===== src/rtl/md5_msg_buffer_if.sv =====
// Stream and round-read bundle between the MD5 message buffer and its neighbours.
// The master drives the message stream, the round index and the block-done pulse.
// The slave (the buffer) returns ready, the selected message word and the block status.
//   in_valid/in_ready/in_data : 32-bit message word stream
//   j                         : current round index (0..63)
//   Message                   : M[g(j)] of the active read bank
//   blk_valid/blk_done        : read-bank status and release pulse
//   blk_pending               : number of complete blocks buffered (0..2)
interface md5_msg_buffer_if;
  logic        in_valid;
  logic        in_ready;
  logic [31:0] in_data;
  logic [5:0]  j;
  logic [31:0] Message;
  logic        blk_valid;
  logic        blk_done;
  logic [1:0]  blk_pending;

  modport master (
    output in_valid, in_data, j, blk_done,
    input  in_ready, Message, blk_valid, blk_pending
  );

  modport slave (
    input  in_valid, in_data, j, blk_done,
    output in_ready, Message, blk_valid, blk_pending
  );
endinterface


===== src/rtl/md5_msg_buffer.sv =====
// Double-buffered 16-word message block store feeding the MD5 round datapath.
// One bank fills from the input stream while the other is read by round index j.
//   clk : rising-edge clock
//   rst : asynchronous active-low reset
//   bus : md5_msg_buffer_if.slave (stream in, round read out, block status)
// BSWAP = 1 byte-reverses each incoming word (big-endian source).
module md5_msg_buffer #(
  parameter bit BSWAP = 1'b0
) (
  input logic              clk,
  input logic              rst,
  md5_msg_buffer_if.slave  bus
);

  logic [31:0] bank_q [2][16];
  logic        wr_bank_q, wr_bank_d;
  logic        rd_bank_q, rd_bank_d;
  logic [3:0]  wr_idx_q, wr_idx_d;
  logic [1:0]  full_q, full_d;

  logic        accept;
  logic        release_blk;
  logic        blk_valid;
  logic [31:0] wr_word;
  logic [3:0]  g;

  assign blk_valid   = full_q[rd_bank_q];
  assign accept      = bus.in_valid && !full_q[wr_bank_q];
  // A done pulse with no complete block is ignored.
  assign release_blk = bus.blk_done && blk_valid;
  assign wr_word     = BSWAP ? {bus.in_data[7:0], bus.in_data[15:8],
                                bus.in_data[23:16], bus.in_data[31:24]}
                             : bus.in_data;

  assign bus.in_ready    = !full_q[wr_bank_q];
  assign bus.blk_valid   = blk_valid;
  assign bus.blk_pending = {1'b0, full_q[0]} + {1'b0, full_q[1]};

  // Message index per round group; 4-bit arithmetic gives the mod-16 wrap.
  always_comb begin
    g = bus.j[3:0];
    unique case (bus.j[5:4])
      2'd0: g = bus.j[3:0];
      2'd1: g = bus.j[3:0] * 4'd5 + 4'd1;
      2'd2: g = bus.j[3:0] * 4'd3 + 4'd5;
      2'd3: g = bus.j[3:0] * 4'd7;
      default: g = bus.j[3:0];
    endcase
  end

  assign bus.Message = blk_valid ? bank_q[rd_bank_q][g] : 32'h0;

  // The filling bank is never full, so fill and release never hit the same bank.
  always_comb begin
    wr_bank_d = wr_bank_q;
    rd_bank_d = rd_bank_q;
    wr_idx_d  = wr_idx_q;
    full_d    = full_q;
    if (accept) begin
      wr_idx_d = wr_idx_q + 4'd1;
      if (wr_idx_q == 4'd15) begin
        full_d[wr_bank_q] = 1'b1;
        wr_bank_d         = !wr_bank_q;
      end
    end
    if (release_blk) begin
      full_d[rd_bank_q] = 1'b0;
      rd_bank_d         = !rd_bank_q;
    end
  end

  always_ff @(posedge clk or negedge rst) begin
    if (!rst) begin
      wr_bank_q <= 1'b0;
      rd_bank_q <= 1'b0;
      wr_idx_q  <= 4'd0;
      full_q    <= 2'b00;
    end else begin
      wr_bank_q <= wr_bank_d;
      rd_bank_q <= rd_bank_d;
      wr_idx_q  <= wr_idx_d;
      full_q    <= full_d;
    end
  end

  // Bank storage is not reset; full_q gates every read.
  always_ff @(posedge clk) begin
    if (accept) begin
      bank_q[wr_bank_q][wr_idx_q] <= wr_word;
    end
  end

endmodule


===== src/flat_wrapper.sv =====
// flat-port wrapper written by rule: the top's interface ports become plain ports
module md5_msg_buffer_flat 
#(
  parameter bit BSWAP = 1'b0
)
  (clk, rst, bus_in_valid, bus_in_data, bus_j, bus_blk_done, bus_in_ready, bus_Message, bus_blk_valid, bus_blk_pending);
  md5_msg_buffer_if bus_i ();
  input logic clk;
  input logic rst;
  input wire logic [$bits(bus_i.in_valid)-1:0] bus_in_valid;
  input wire logic [$bits(bus_i.in_data)-1:0] bus_in_data;
  input wire logic [$bits(bus_i.j)-1:0] bus_j;
  input wire logic [$bits(bus_i.blk_done)-1:0] bus_blk_done;
  output wire logic [$bits(bus_i.in_ready)-1:0] bus_in_ready;
  output wire logic [$bits(bus_i.Message)-1:0] bus_Message;
  output wire logic [$bits(bus_i.blk_valid)-1:0] bus_blk_valid;
  output wire logic [$bits(bus_i.blk_pending)-1:0] bus_blk_pending;
  assign bus_i.in_valid = bus_in_valid;
  assign bus_i.in_data = bus_in_data;
  assign bus_i.j = bus_j;
  assign bus_i.blk_done = bus_blk_done;
  assign bus_in_ready = bus_i.in_ready;
  assign bus_Message = bus_i.Message;
  assign bus_blk_valid = bus_i.blk_valid;
  assign bus_blk_pending = bus_i.blk_pending;
  md5_msg_buffer #(.BSWAP(BSWAP)) u_core (.clk(clk), .rst(rst), .bus(bus_i));
endmodule

===== config.mk =====
export PLATFORM = sky130hd
export DESIGN_NAME = md5_msg_buffer_flat
export DESIGN_NICKNAME = d
export VERILOG_FILES = /design/src/rtl/md5_msg_buffer_if.sv /design/src/rtl/md5_msg_buffer.sv /design/src/flat_wrapper.sv
export SDC_FILE = /design/constraint.sdc
export NUM_CORES = 1
export LEC_CHECK = 0
export CORE_ASPECT_RATIO = 0.6
export CORE_MARGIN = 3
export CORE_UTILIZATION = 45
export DETAILED_ROUTE_END_ITERATION = 10
export GPL_ROUTABILITY_DRIVEN = 0
export PLACE_DENSITY_LB_ADDON = 0.1
export SLEW_MARGIN = 20
export SYNTH_ARGS = -nofsm -noshare
export SYNTH_HDL_FRONTEND = slang
export SYNTH_SLANG_ARGS = --single-unit

===== constraint.sdc =====
create_clock -name clk -period 8.1 [get_ports clk]
set_clock_uncertainty 0.1 [all_clocks]
set_input_delay 1.62 -clock clk [delete_from_list [all_inputs] [get_ports clk]]
set_output_delay 1.62 -clock clk [all_outputs]
set_load 0.03 [all_outputs]

== Word-level counts from Yosys, hierarchy flattened ==
Memories as Yosys holds them, arrays and structs flattened.
Index checks and enable logic that the tools add are counted.

* $add $sub $neg: 4
* Multipliers: 3
* Divide/modulo/power cells: 0
* Order comparisons: 7
* Equality and inequality tests: 4
* Shift operators: 0
* Multiplexer cells: 20
* Bitwise logic cells: 5
* Reduce and logical (&&, ||, !) cells: 10

{| class="wikitable"
|+ Operators by type and width
! kind !! number
|-
| $mux 512 || 1
|-
| $bmux 32 s4 || 1
|-
| $demux 32 s4 || 1
|-
| $mux 32 || 4
|-
| $pmux 4 s4 || 1
|-
| $ge 5x5->1 const B || 2
|-
| $not 4->5 || 2
|-
| $add 4x1->4 const B || 2
|-
| $mul 4x3->4 const B || 2
|-
| $mux 1 || 7
|-
| $mux 2 || 3
|-
| $logic_and 1x1->1 || 5
|-
| $lt 5x1->1 const B || 1
|-
| $add 4x3->4 const B || 1
|-
| $eq 2x2->1 const B || 2
|-
| $eq 4x4->1 const B || 1
|-
| $lt 1x2->1 const B || 2
|-
| $mul 4x2->4 const B || 1
|-
| $logic_not 1->1 || 3
|-
| $add 1x1->2 || 1
|-
| $and 2x2->2 || 1
|-
| $demux 1 s1 || 2
|-
| $eq 2x1->1 const B || 1
|-
| $ge 1x1->1 const B || 2
|-
| 4 further kinds || 4
|}

* Flip-flop bits (word level): 8
* Latch bits: 0
* RAM bits: 1024
* ROM bits: 0
* Word-level logic and storage cells: 58
* Memories kept: 1

{| class="wikitable"
|+ Memories
! name !! depth !! bits a word !! rd ports !! clocked after Yosys merged registers in !! wr ports !! RTL line !! text
|-
| u_core.bank_q || 2 || 512 || 1 || 0 || 1 || md5_msg_buffer.sv:15 || <nowiki>logic [31:0] bank_q [2][16];</nowiki>
|}

== Depth between registers and ports, before layout ==
Gate-level depths: netlist (run 1).

* Depth after elaboration: 9
* Mapped depth: 12
* Gate-level depth less buffers: 10

== Worst setup path before layout (run 1) ==
OpenSTA, ideal clock, no wires.

* Path type: input -> output
* Start: input port bus_j[0]
* End: output port bus_Message[10]
* Arrival time: 4.343 ns
* Slack: 2.037 ns
* Stages on the path: 11
* Path buffers: 2
* Path through: inv_1 > fa_1 > inv_1 > ha_1 > inv_1 > mux4_2 > clkbuf_1 > clkbuf_1 > a221o_1 > a2bb2oi_1 > o221ai_1

* Word-level cells in the longest chain between the ends: 8
* Elaborated cells on any way between the ends: 11
* Those cells by class: add/sub (2); mul (3); mux (5); bitwise (1)

{| class="wikitable"
|+ Ends and longest elaborated chain
! item !! RTL line !! text
|-
| from (decl) || flat_wrapper.sv:12 || <nowiki>input wire logic [$bits(bus_i.j)-1:0] bus_j;</nowiki>
|-
| $mul 4x2->4 or $mul 4x3->4 (tied branches) || md5_msg_buffer.sv:45, md5_msg_buffer.sv:44 ||
|-
| $add 4x3->4 or $add 4x1->4 (tied branches) || md5_msg_buffer.sv:45, md5_msg_buffer.sv:44 ||
|-
| $pmux 4 s4 (*) || md5_msg_buffer.sv:42 || <nowiki>unique case (bus.j[5:4])</nowiki>
|-
| $not 4->5 (implied by the code) (*) || md5_msg_buffer.sv:51 || <nowiki>assign bus.Message = blk_valid ? bank_q[rd_bank_q][g] : 32'h0;</nowiki>
|-
| $bmux 32 s4 (*) || md5_msg_buffer.sv:51 ||
|-
| $mux 32 (implied by the code) (*) (2 in series) || md5_msg_buffer.sv:51 ||
|-
| $mux 32 (*) || md5_msg_buffer.sv:51 ||
|-
| to (decl) || flat_wrapper.sv:15 || <nowiki>output wire logic [$bits(bus_i.Message)-1:0] bus_Message;</nowiki>
|}

Mark *: on every way between the ends. The rest lies on a longest branch, timed or not. The select of a mux whose other input is x is not followed.

== Worst setup path after layout (run 1) ==
* Start: input port bus_j[1]
* End: output port bus_Message[17]

The elaborated chain is that of the path after synthesis.

==> flow_metrics.py, run 1 <==
metrics = {
    "place": {
        "placed_cell_area_um2": 43700,
        "dp.cells": 4018,
        "place_ws_ns": 0.559,
        "dp_hpwl_um": 65200,
        "portBuffers": 77,
    },
    "global_route": {
        "overflow": 0,
        "grt_max_degree": 141,
        "grtUsageTotal_pct": 24.2,
        "grt_pass1_vias": 23400,
        "grt_antenna_before_repair": 1,
        "grt_pass1_wl_um": 166000,
    },
    "detailed_routing": {
        "drcViolationCount": 0,
        "initialDrtViolationCount": 2912,
        "first_pass_iters": 6,
        "drt-wirelength-per-cell_um": 27.4,
        "avgViaCountPerCell": 5.93,
        "ant_nets": 0,
        "vias": 24800,
        "wl_um": 115000,
    },
    "synthesis": {
        "post_synth_instance_area_um2": 40600,
        "ys_seq_area_share_pct": 76.2,
        "ys_seq_elements": 1032,
        "synth_cell_type_count": 51,
        "async_flop_share_pct": 0.775,
        "netlist_instances": 2811,
        "yosysTopAreaCell": "edfxtp_1",
        "synth_edf_count": 1024,
        "ys_top_cells_by_area": "edfxtp_1 76%, nand2_1 6.4%, nand3_1 3.0%, mux2i_1 2.4%, a221oi_1 1.2%",
        "mappedNetlistNets": 2866,
        "yosys.area.top_type_share_pct": 75.7,
        "synth_warnings": 0,
        "avgSynthCellArea_um2": 14.5,
        "synth_ff_type": "edfxtp_1",
    },
    "clock_tree": {
        "cts_tree": "built",
        "cts_hold_buf": 0,
        "cts_buffers": 93,
        "h-tree-depth": 3,
        "clock_latency_ns": 0.68,
        "cts-resized-gates": 0,
        "cts.path.max_buffers": 3,
        "clock_sinks": 1032,
        "cts_setup_buffers": 0,
        "clk_pin_slew_ns": 0.07,
        "root_buffer": "clkbuf_16",
    },
    "pwr": {
        "powerDensity_nw_per_um2": 287,
        "total_power_mw": 13.4,
        "p_leak_nw": 15.7,
        "ir_drop_mv": 0.171,
    },
    "setup_path": {
        "path_class": "in2out",
        "cp.arrival_ns": 5.78,
        "r2r_end": "u_core.bank_q[0][15]$_DFFE_PP_",
        "worst_ep_required_time_ns": 6.38,
        "reg2reg_depth": 5,
        "rrSetupSlack_ns": 4.22,
        "r2r-start": "u_core.wr_bank_q$_DFFE_PN0P_",
        "critical_path.endpoint_type": "primary output",
        "worst-path-max-fanout": 140,
        "start_kind": "input port",
    },
    "sta": {
        "slew_violations": 0,
        "fin_tns_setup_ns": 0,
        "fin_ws_ns": 0.601,
        "fmaxAchievable_mhz": 133,
        "hold_viol": 0,
        "hold-worst-slack_ns": 0.459,
        "worst_pin_slew_ns": 1.01,
        "rsz0062_at_grt": "no",
        "period_share_pct": 92.6,
        "slew_headroom_pct": 32.7,
        "setup_viol": 0,
        "min_period_ns": 7.50,
    },
    "worst_hold_path": {
        "hold_end": "u_core.rd_bank_q$_DFFE_PN0P_",
        "hp-start": "u_core.full_q[1]$_DFF_PN0_",
        "worstHoldPathCells": 1,
        "holdCritPathClass": "reg2reg",
    },
    "final_layout": {
        "drive_gt1_share_pct": 11.8,
        "fillers": 7269,
        "final_core_util_pct": 52.8,
        "syn_to_final_growth_pct": 15.0,
        "nets": 2964,
        "finalNonFillerCells": 4186,
        "final_area_um2": 46700,
    },
    "die": {
        "start_util_pct": 45.9,
        "coreArea_um2": 88500,
        "die_width_um": 394,
        "die_area_um2": 94000,
        "num_rows": 84,
        "ios": 78,
        "fp.dieH_um": 239,
    },
    "run": {
        "cap_violations": 0,
    },
    "run_status": {
        "status": "finished, final reports clean",
    },
}
## cell families after synthesis
family	Yosys count	share of synthesized area, %
xor+xnor	9	0.370
simple gates	1109	11.9
mux	101	2.55
compound gates	354	6.54
fa+ha+maj	13	0.437
buf+inv	193	2.01
flops	1032	76.2
## how the worst max path moves through the flow
stage | startpoint | end | depth (start not counted)
floorplan | bus_j[0] | bus_Message[10] | 11
global placement | bus_j[1] | bus_Message[17] | 11
detailed placement | bus_j[1] | bus_Message[17] | 11
CTS | bus_j[1] | bus_Message[17] | 11
global route | bus_j[1] | bus_Message[29] | 11
finish | bus_j[1] | bus_Message[17] | 11
## where the power goes
part / internal, mW / total [mW] / switching, mW
logic: 0.729 / 2.49 / 1.76
clock network: 2.63 / 4.59 / 1.96
registers: 6.22 / 6.34 / 0.121
## area by class of cell
| type | instances | area, um^2 | area share [%] |
|---|---|---|---|
| flip-flops and latches | 1032 | 31000 | 66.3 |
| inverters | 12 | 45.0 | 0.0964 |
| clock buffers | 110 | 2430 | 5.21 |
| multi-input cells | 1586 | 9150 | 19.6 |
| repair buffers | 184 | 1920 | 4.11 |
| diodes | 2 | 5.00 | 0.0107 |
| clock inverters | 56 | 692 | 1.48 |
| well taps | 1204 | 1510 | 3.23 |
## cell usage in the layout (no fill, tap or decap), drive strengths merged, types with 40 or more instances in the layout
master  synthesis  final
a21oi          75     75
a221oi         54     54
a31oi          48     48
a32oi          42     42
and3           54     54
buf            79    159
clkbuf        102    110
edfxtp       1024   1024
mux2i          98     98
nand2         696    696
nand3         242    242
nand4          55     55
nor2           40     40
## synth_stat cells (all sizes together), types with 37 or more instances
cell type / n
a32oi: 42
nand4: 55
a211oi: 37
edfxtp: 1024
and3: 54
nand2: 696
buf: 79
a221oi: 54
nand3: 242
a31oi: 48
clkbuf: 102
a21oi: 75
mux2i: 98
nor2: 40
## routing by layer
layer | vias up | GRT usage (%) | share of wire (%)
li1 | 10900 | - | -
met1 | 12600 | 37.9 | 47
met2 | 1136 | 34.4 | 42
met3 | 163 | 5.07 | 8.9
met4 | 0 | 6.45 | 2.4
met5 | - | 0 | 0
## critical path: stages
cell and delay [ns]:
clkdlybuf4s50_1 0.57, inv_1 0.12, ha_1 0.34, and4bb_1 0.43, or4_4 0.70, buf_12 0.54, nand3_1 0.13, a21oi_1 0.17
a2bb2oi_1 0.48, o221ai_1 0.30, buf_12 0.21
## state kept, by name (all words and copies together) (netlist names)
| name | count |
|---|---|
| u_core.full_q | 2 |
| u_core.bank_q | 1024 |
| u_core.wr_idx_q | 4 |
| u_core.wr_bank_q | 1 |
| u_core.rd_bank_q | 1 |
Power figures use the tool's default switching activity.
==> run 2: changes to the inputs <==
--- a/config.mk
+++ b/config.mk
@@ -5,11 +5,13 @@
 export SDC_FILE = /design/constraint.sdc
 export NUM_CORES = 1
 export LEC_CHECK = 0
+export CAP_MARGIN = 20
 export CORE_ASPECT_RATIO = 0.6
 export CORE_MARGIN = 3
 export CORE_UTILIZATION = 45
 export DETAILED_ROUTE_END_ITERATION = 10
 export GPL_ROUTABILITY_DRIVEN = 0
+export GPL_TIMING_DRIVEN = 1
 export PLACE_DENSITY_LB_ADDON = 0.1
 export SLEW_MARGIN = 20
 export SYNTH_ARGS = -nofsm -noshare
==> results of run 2 <==
Final layout, timing and power as in run 1 (identical DEF).
